<file path="config.mk">
export PLATFORM = sky130hd
export DESIGN_NAME = iter_comparator
export DESIGN_NICKNAME = d
export VERILOG_FILES = /design/src/rtl/iter_comparator.sv
export SDC_FILE = /design/constraint.sdc
export NUM_CORES = 1
export LEC_CHECK = 0
export BUFFER_PORTS_ARGS = -buffer_cell sky130_fd_sc_hd__buf_2
export CORE_MARGIN = 5
export CORE_UTILIZATION = 49
export DETAILED_ROUTE_END_ITERATION = 10
export GPL_TIMING_DRIVEN = 0
export HOLD_SLACK_MARGIN = 0.03
export PLACE_DENSITY = 0.73
export SYNTH_ARGS = -nofsm -noshare
export SYNTH_HDL_FRONTEND = slang
export SYNTH_SLANG_ARGS = --single-unit
export TNS_END_PERCENT = 30
</file>
<file path="constraint.sdc">
create_clock -name clk -period 5.45 [get_ports clk]
set_clock_uncertainty 0.05 [all_clocks]
set_input_delay 1.09 -clock clk [delete_from_list [all_inputs] [get_ports clk]]
set_output_delay 1.09 -clock clk [all_outputs]
set_load 0.01 [all_outputs]
</file>
<file path="src/rtl/iter_comparator.sv">
// iter_comparator: multi-cycle chunked comparator for wide operands.
// Compares A and B CHUNK bits per cycle, most significant chunk first, and
// reports one of eight signed/unsigned relations through a
// start/busy/done handshake.
// Optional feature macro: ITER_CMP_EARLY_EXIT_EN. When it is defined, RUN
// stops at the first differing chunk. Without it, RUN always walks every
// chunk and remembers the first difference it saw.
module iter_comparator #(
    parameter int WIDTH = 32,
    parameter int CHUNK = 8
) (
    input  logic             clk,
    input  logic             reset_n,
    input  logic             start,
    input  logic [WIDTH-1:0] a,
    input  logic [WIDTH-1:0] b,
    input  logic [2:0]       op,
    output logic             busy,
    output logic             done,
    output logic             result,
    output logic             eq_flag,
    output logic             lt_flag
);

    localparam int NCHUNK = WIDTH / CHUNK;
    localparam int IDX_W  = (NCHUNK > 1) ? $clog2(NCHUNK) : 1;
    localparam logic [IDX_W-1:0] IDX_TOP = IDX_W'(NCHUNK - 1);

    localparam logic [2:0] OP_EQ  = 3'b000;
    localparam logic [2:0] OP_NE  = 3'b001;
    localparam logic [2:0] OP_LT  = 3'b010;
    localparam logic [2:0] OP_GE  = 3'b011;
    localparam logic [2:0] OP_LTU = 3'b100;
    localparam logic [2:0] OP_GEU = 3'b101;
    localparam logic [2:0] OP_LE  = 3'b110;
    localparam logic [2:0] OP_LEU = 3'b111;

    typedef enum logic [1:0] {
        ST_IDLE = 2'd0,
        ST_RUN  = 2'd1,
        ST_DONE = 2'd2
    } state_t;

    state_t           state_q, state_d;
    logic [IDX_W-1:0] idx_q, idx_d;
    logic [WIDTH-1:0] a_q, a_d;
    logic [WIDTH-1:0] b_q, b_d;
    logic [2:0]       op_q, op_d;
    logic             result_q, result_d;
    logic             eq_q, eq_d;
    logic             lt_q, lt_d;

    logic [CHUNK-1:0] chunk_a;
    logic [CHUNK-1:0] chunk_b;
    logic             is_signed;
    logic             fin;
    logic             fin_eq;
    logic             fin_lt;

`ifndef ITER_CMP_EARLY_EXIT_EN
    logic seen_q, seen_d;
    logic seen_lt_q, seen_lt_d;
`endif

    // Map the relation code onto the final eq/lt outcome.
    function automatic logic rel_result(input logic [2:0] o, input logic e, input logic l);
        logic r;
        case (o)
            OP_EQ:          r = e;
            OP_NE:          r = ~e;
            OP_LT, OP_LTU:  r = l;
            OP_GE, OP_GEU:  r = ~l;
            OP_LE, OP_LEU:  r = l | e;
            default:        r = 1'b0;
        endcase
        return r;
    endfunction

    // Select the current chunk of both operands. For signed relations the
    // sign bit of the top chunk is flipped so that an unsigned compare of
    // that chunk follows two's-complement ordering.
    always_comb begin
        chunk_a   = '0;
        chunk_b   = '0;
        is_signed = ~((op_q == OP_LTU) || (op_q == OP_GEU) || (op_q == OP_LEU));
        for (int i = 0; i < NCHUNK; i++) begin
            if (idx_q == IDX_W'(i)) begin
                chunk_a = a_q[i*CHUNK +: CHUNK];
                chunk_b = b_q[i*CHUNK +: CHUNK];
            end
        end
        if (is_signed && (idx_q == IDX_TOP)) begin
            chunk_a[CHUNK-1] = ~chunk_a[CHUNK-1];
            chunk_b[CHUNK-1] = ~chunk_b[CHUNK-1];
        end
    end

    // Next-state logic: accept a request in IDLE or DONE, walk the chunks in
    // RUN, and write the flags and result on the RUN to DONE transition.
    always_comb begin
        state_d  = state_q;
        idx_d    = idx_q;
        a_d      = a_q;
        b_d      = b_q;
        op_d     = op_q;
        result_d = result_q;
        eq_d     = eq_q;
        lt_d     = lt_q;
        fin      = 1'b0;
        fin_eq   = 1'b0;
        fin_lt   = 1'b0;
`ifndef ITER_CMP_EARLY_EXIT_EN
        seen_d    = seen_q;
        seen_lt_d = seen_lt_q;
`endif
        case (state_q)
            ST_IDLE, ST_DONE: begin
                if (start) begin
                    a_d     = a;
                    b_d     = b;
                    op_d    = op;
                    idx_d   = IDX_TOP;
                    state_d = ST_RUN;
`ifndef ITER_CMP_EARLY_EXIT_EN
                    seen_d    = 1'b0;
                    seen_lt_d = 1'b0;
`endif
                end else begin
                    state_d = ST_IDLE;
                end
            end
            ST_RUN: begin
`ifdef ITER_CMP_EARLY_EXIT_EN
                if (chunk_a != chunk_b) begin
                    fin    = 1'b1;
                    fin_eq = 1'b0;
                    fin_lt = (chunk_a < chunk_b);
                end else if (idx_q == '0) begin
                    fin    = 1'b1;
                    fin_eq = 1'b1;
                    fin_lt = 1'b0;
                end else begin
                    idx_d = idx_q - IDX_W'(1);
                end
`else
                seen_d    = seen_q | (chunk_a != chunk_b);
                seen_lt_d = seen_q ? seen_lt_q : (chunk_a < chunk_b);
                if (idx_q == '0) begin
                    fin    = 1'b1;
                    fin_eq = ~seen_d;
                    fin_lt = seen_lt_d;
                end else begin
                    idx_d = idx_q - IDX_W'(1);
                end
`endif
                if (fin) begin
                    state_d  = ST_DONE;
                    eq_d     = fin_eq;
                    lt_d     = fin_lt;
                    result_d = rel_result(op_q, fin_eq, fin_lt);
                end
            end
            default: state_d = ST_IDLE;
        endcase
    end

    // State and datapath registers; reset aborts any compare in progress.
    always_ff @(posedge clk or negedge reset_n) begin
        if (!reset_n) begin
            state_q  <= ST_IDLE;
            idx_q    <= IDX_TOP;
            a_q      <= '0;
            b_q      <= '0;
            op_q     <= '0;
            result_q <= 1'b0;
            eq_q     <= 1'b0;
            lt_q     <= 1'b0;
        end else begin
            state_q  <= state_d;
            idx_q    <= idx_d;
            a_q      <= a_d;
            b_q      <= b_d;
            op_q     <= op_d;
            result_q <= result_d;
            eq_q     <= eq_d;
            lt_q     <= lt_d;
        end
    end

`ifndef ITER_CMP_EARLY_EXIT_EN
    // First-difference memory used when every chunk is always visited.
    always_ff @(posedge clk or negedge reset_n) begin
        if (!reset_n) begin
            seen_q    <= 1'b0;
            seen_lt_q <= 1'b0;
        end else begin
            seen_q    <= seen_d;
            seen_lt_q <= seen_lt_d;
        end
    end
`endif

    assign busy    = (state_q == ST_RUN);
    assign done    = (state_q == ST_DONE);
    assign result  = result_q;
    assign eq_flag = eq_q;
    assign lt_flag = lt_q;

endmodule
</file>
After elaboration in Yosys (flattened, before gate mapping)
Cells that the tools add are included.

word-level totals
  flip-flop bits (word level) = 76
  latch bits = 0
  memory bits (writable) = 0
  memory bits (read-only) = 0
  bits of input ports = 70
  word-level logic and storage cells = 78
  memories kept = 0

cells by class
  add/subtract/negate cells = 1
  $mul = 0
  div/mod/pow operators = 0
  $lt $le $gt $ge = 1
  equal/unequal tests = 16
  shift-type cells = 0
  multiplexer cells = 27
  bitwise gates (word level) = 8
  reduce and logical (&&, ||, !) cells = 15

operators with widths
  cell                count
  $mux 8              8
  $eq 3x3->1 const B  4
  $mux 1              11
  $lt 8x8->1          1
  $ne 8x8->1          1
  $pmux 2 s2          2
  $reduce_or 2->1     4
  $eq 2x2->1 const B  3
  $eq 3x2->1 const B  2
  $mux 2              3
  $not 1->1           6
  $reduce_and 2->1    3
  $pmux 1 s5          1
  $eq 2x1->1 const B  2
  $logic_not 2->1     2
  $ne 2x2->1 const B  2
  $pmux 1 s2          2
  $eq 3x1->1 const B  1
  $logic_not 3->1     1
  $reduce_and 3->1    1
  $logic_or 1x1->1    2
  $ne 2x1->1 const B  1
  $or 1x1->1          2
  $reduce_bool 2->1   1
  other kinds (2)     2

Depth between registers and ports, before layout
  depth after elaboration = 14
  gate-level depth with buffers = 15

Worst setup path after synthesis
Ideal clock, no wire load.

  kind = flip-flop to flip-flop
  from = register idx_q[1]
  to = register result_q (netlist: result)
  arrival = 3186 ps
  slack = 2145 ps
  stages on the path, launching flop included = 15
  buffers on the path = 2
  clock period less this slack = 3305 ps
  cell sequence = dfstp_2 > inv_1 > ha_1 > clkbuf_1 > nor2b_1 > buf_2 > a221oi_1 > nor3_1 > a21oi_1 > ha_1 > and4_1 > a2111oi_2 > a21oi_1 > or4_1 > nand3_1

between the ends
  cells in the longest elaborated chain, start to end = 14
  elaborated cells on any way between the ends = 33
  classes of those cells = 1 x order compare; 4 x eq/ne; 18 x mux; 7 x bitwise; 3 x reduce/logical

ends and longest elaborated chain
  item                                                 line  text
  from (decl)                                          45    logic [IDX_W-1:0] idx_q, idx_d;
  from (signal assigned)                               180   idx_q <= idx_d;
  branches (longest 14 deep; another with $lt 8x8->1)  n/a
  to (signal assigned)                                 184   result_q <= result_d;
  to (decl)                                            49    logic result_q, result_d;

Several ways; the timed one is not identified. The select of a mux whose other input is x is not followed.
A chain may end at the register's enable or synchronous reset.

Final worst setup path
Same ends and word-level chain as after synthesis.

==> impl_metrics.env <==
export IMPL_worst_setup_path_end_kind="register"
export IMPL_drt_wl_total_um=9330
export IMPL_maxCapViolCount=0
export IMPL_synth_seq_area_share_pct=52.6
export IMPL_setup_viol=0
export IMPL_viasPerCell=5.17
export IMPL_cts_resized=0
export IMPL_die_h_um=95.9
export IMPL_ios=75
export IMPL_ctsHoldBuffers=0
export IMPL_ys_ff_latch=76
export IMPL_p_leak_nw=2.28
export IMPL_synth_top_cell_area_share_pct=51.2
export IMPL_area_delta_synth_final_pct=20.5
export IMPL_tightest_slew_ns=0.605
export IMPL_portBuffers=74
export IMPL_critPathKind="reg2reg"
export IMPL_synth_enable_flop_cells=0
export IMPL_num_vias=3246
export IMPL_finalHoldViolations=0
export IMPL_post_cts_buffers=0
export IMPL_outcome="finished, final reports clean"
export IMPL_hold_start="b_q[29]"
export IMPL_synth_common_cells="nand2_1 (212), dfrtp_1 (74), a21oi_1 (22), clkbuf_1 (22)"
export IMPL_timing_rr_start="idx_q[1]"
export IMPL_drt_iter0_markers=210
export IMPL_clk_path_buf_depth=2
export IMPL_drive_gt1_share_pct=18.3
export IMPL_reg2reg_slack_ns=1.33
export IMPL_crit_fanout=10
export IMPL_antenna_found_initial=0
export IMPL_async_flop_share_pct=100
export IMPL_fin_nets=607
export IMPL_drc=0
export IMPL_clk_latency_ns=0.35
export IMPL_ant_nets=0
export IMPL_cp_required_ns=5.68
export IMPL_routabilityCongestion=0.872
export IMPL_finalCriticalPeriod_ns=4.12
export IMPL_syn_area_per_cell_um2=8.24
export IMPL_fmax_ghz=0.243
export IMPL_wl_per_cell_um=14.9
export IMPL_p_per_area_nw_per_um2=590
export IMPL_ys_types=32
export IMPL_synth_area_leaders="dfrtp_1 (51%), nand2_1 (22%), ha_1 (4.2%)"
export IMPL_htree_levels=3
export IMPL_n_antenna_cell=0
export IMPL_yosysTopAreaCell="dfrtp_1"
export IMPL_die_x_um=95.9
export IMPL_rsz0062_at_grt="false"
export IMPL_setup_tns_final_ns=0
export IMPL_coreArea_um2=7210
export IMPL_num_rows=31
export IMPL_clockRootBuffer="clkbuf_8"
export IMPL_firstDrtPassIters=5
export IMPL_grt_pass1_vias=3330
export IMPL_clkTransAtPathRegs_ns=0.08
export IMPL_grt_max_degree=45
export IMPL_finalCritPeriodShare_pct=75.6
export IMPL_synthCells=439
export IMPL_synth_flop_cell="dfrtp_1"
export IMPL_whs_ns=0.432
export IMPL_synth_warnings=0
export IMPL_dieArea_um2=9200
export IMPL_cts_tree="done"
export IMPL_synth_most_common_cell="nand2_1"
export IMPL_peakVddDrop_v=0.000286
export IMPL_cp_startpoint="idx_q[1]"
export IMPL_hold_class="reg2reg"
export IMPL_dp_hpwl_um=6680
export IMPL_grt_pass1_wl_um=15400
export IMPL_grt_usage_pct=21.9
export IMPL_cp_arrival_ns=4.35
export IMPL_drv_slew=0
export IMPL_grt_remaining_overflow=0
export IMPL_relSlewSlack_pct=59.6
export IMPL_syn_nets=521
export IMPL_clkSinkCount=76
export IMPL_synth_cell_area_um2=3620
export IMPL_critPathLaunchType="register"
export IMPL_initial_core_util_pct=50.1
export IMPL_numCtsBuffers=9
power by group:
| group | leakage, nW | switching (mW) | internal [mW] |
|---|---|---|---|
| Clock | 0.111 | 0.206 | 0.280 |
| Combinational | 1.23 | 0.667 | 0.409 |
| Sequential | 0.935 | 0.174 | 0.833 |
cells by family after synthesis:
| kind of cell | synth area share (%) |
|---|---|
| AND/OR/NAND/NOR | 28.8 |
| flip-flops | 52.6 |
| AO/OA/AOI/OAI | 10.5 |
| buffers and inverters | 3.15 |
| adder cells (fa/ha/maj) | 4.15 |
| XOR/XNOR | 0.484 |
| multiplexers | 0.311 |
stage by stage:
stage | utilization (%) | cells | cell area, um2 | setup slack (ns) | total power [mW]
floorplan | - | 439 | 3620 | 2.14 | 1.74
global placement | 57.0 | 612 | 4110 | 1.40 | 2.03
detailed placement | 57.3 | 613 | 4130 | 1.40 | 2.07
CTS | 60.4 | 628 | 4360 | 1.31 | 2.57
global route | 60.4 | 628 | 4360 | 1.09 | 2.79
finish | 60.4 | 628 | 4360 | 1.33 | 2.57
per-layer routing:
layer	track usage [%]	wire length, um	up-vias
met4	9.00	165	0
met1	28.9	4100	1537
li1	-	-	1596
met3	4.61	553	16
met2	35.3	4510	97
met5	0	0	-
flip-flops by register name, indices dropped and copies added, names as in the netlist, 2 cells and up:
signal / flops
idx_q: 2
state_q: 2
b_q: 32
op_q: 3
a_q: 32
final cells by class:
class                      instances  area (um2)
buffer                            25        95.1
clock buffer                      11         151
clock inverter                     4        72.6
fill                             677        2860
inverter                           5        18.8
multi-input combinational        333        1600
sequential                        76        1900
tap                               99         124
timing repair buffer              75         393
layout by cell type (no fill, tap or decap), drive strengths merged, types with 2 or more instances in the layout:
master and n:
clkbuf 33, nand2 212, o21ai 15, buf 78
nor3 10, inv 5, a22oi 8, nand3b 2
ha 12, a221oi 8, nor2b 11, dfstp 2
nand4 2, bufinv 2, dfrtp 74, nand3 3
a21oi 23, nor2 13, nand2b 2, xor2 2
critical path: stages (launching register included):
cell	delay [ns]
dfstp_2	0.57
inv_1	0.06
ha_1	0.18
clkbuf_1	0.24
nor2b_1	0.55
buf_2	0.35
a22oi_1	0.11
nor2_1	0.14
a21oi_1	0.05
o21ai_0	0.23
ha_1	0.29
and4_1	0.19
a2111oi_2	0.33
a21oi_1	0.11
or4_1	0.51
nand3_1	0.10
path summary, 6_finish.rpt:
path,to,cells after the start
max,result,15
min,b_q[29],2
max reg2reg,result,15
min reg2reg,b_q[29],2
max in group asynchronous,b_q[26],2
min in group asynchronous,eq_flag,1
No activity file was read; power rests on OpenSTA's default activity.
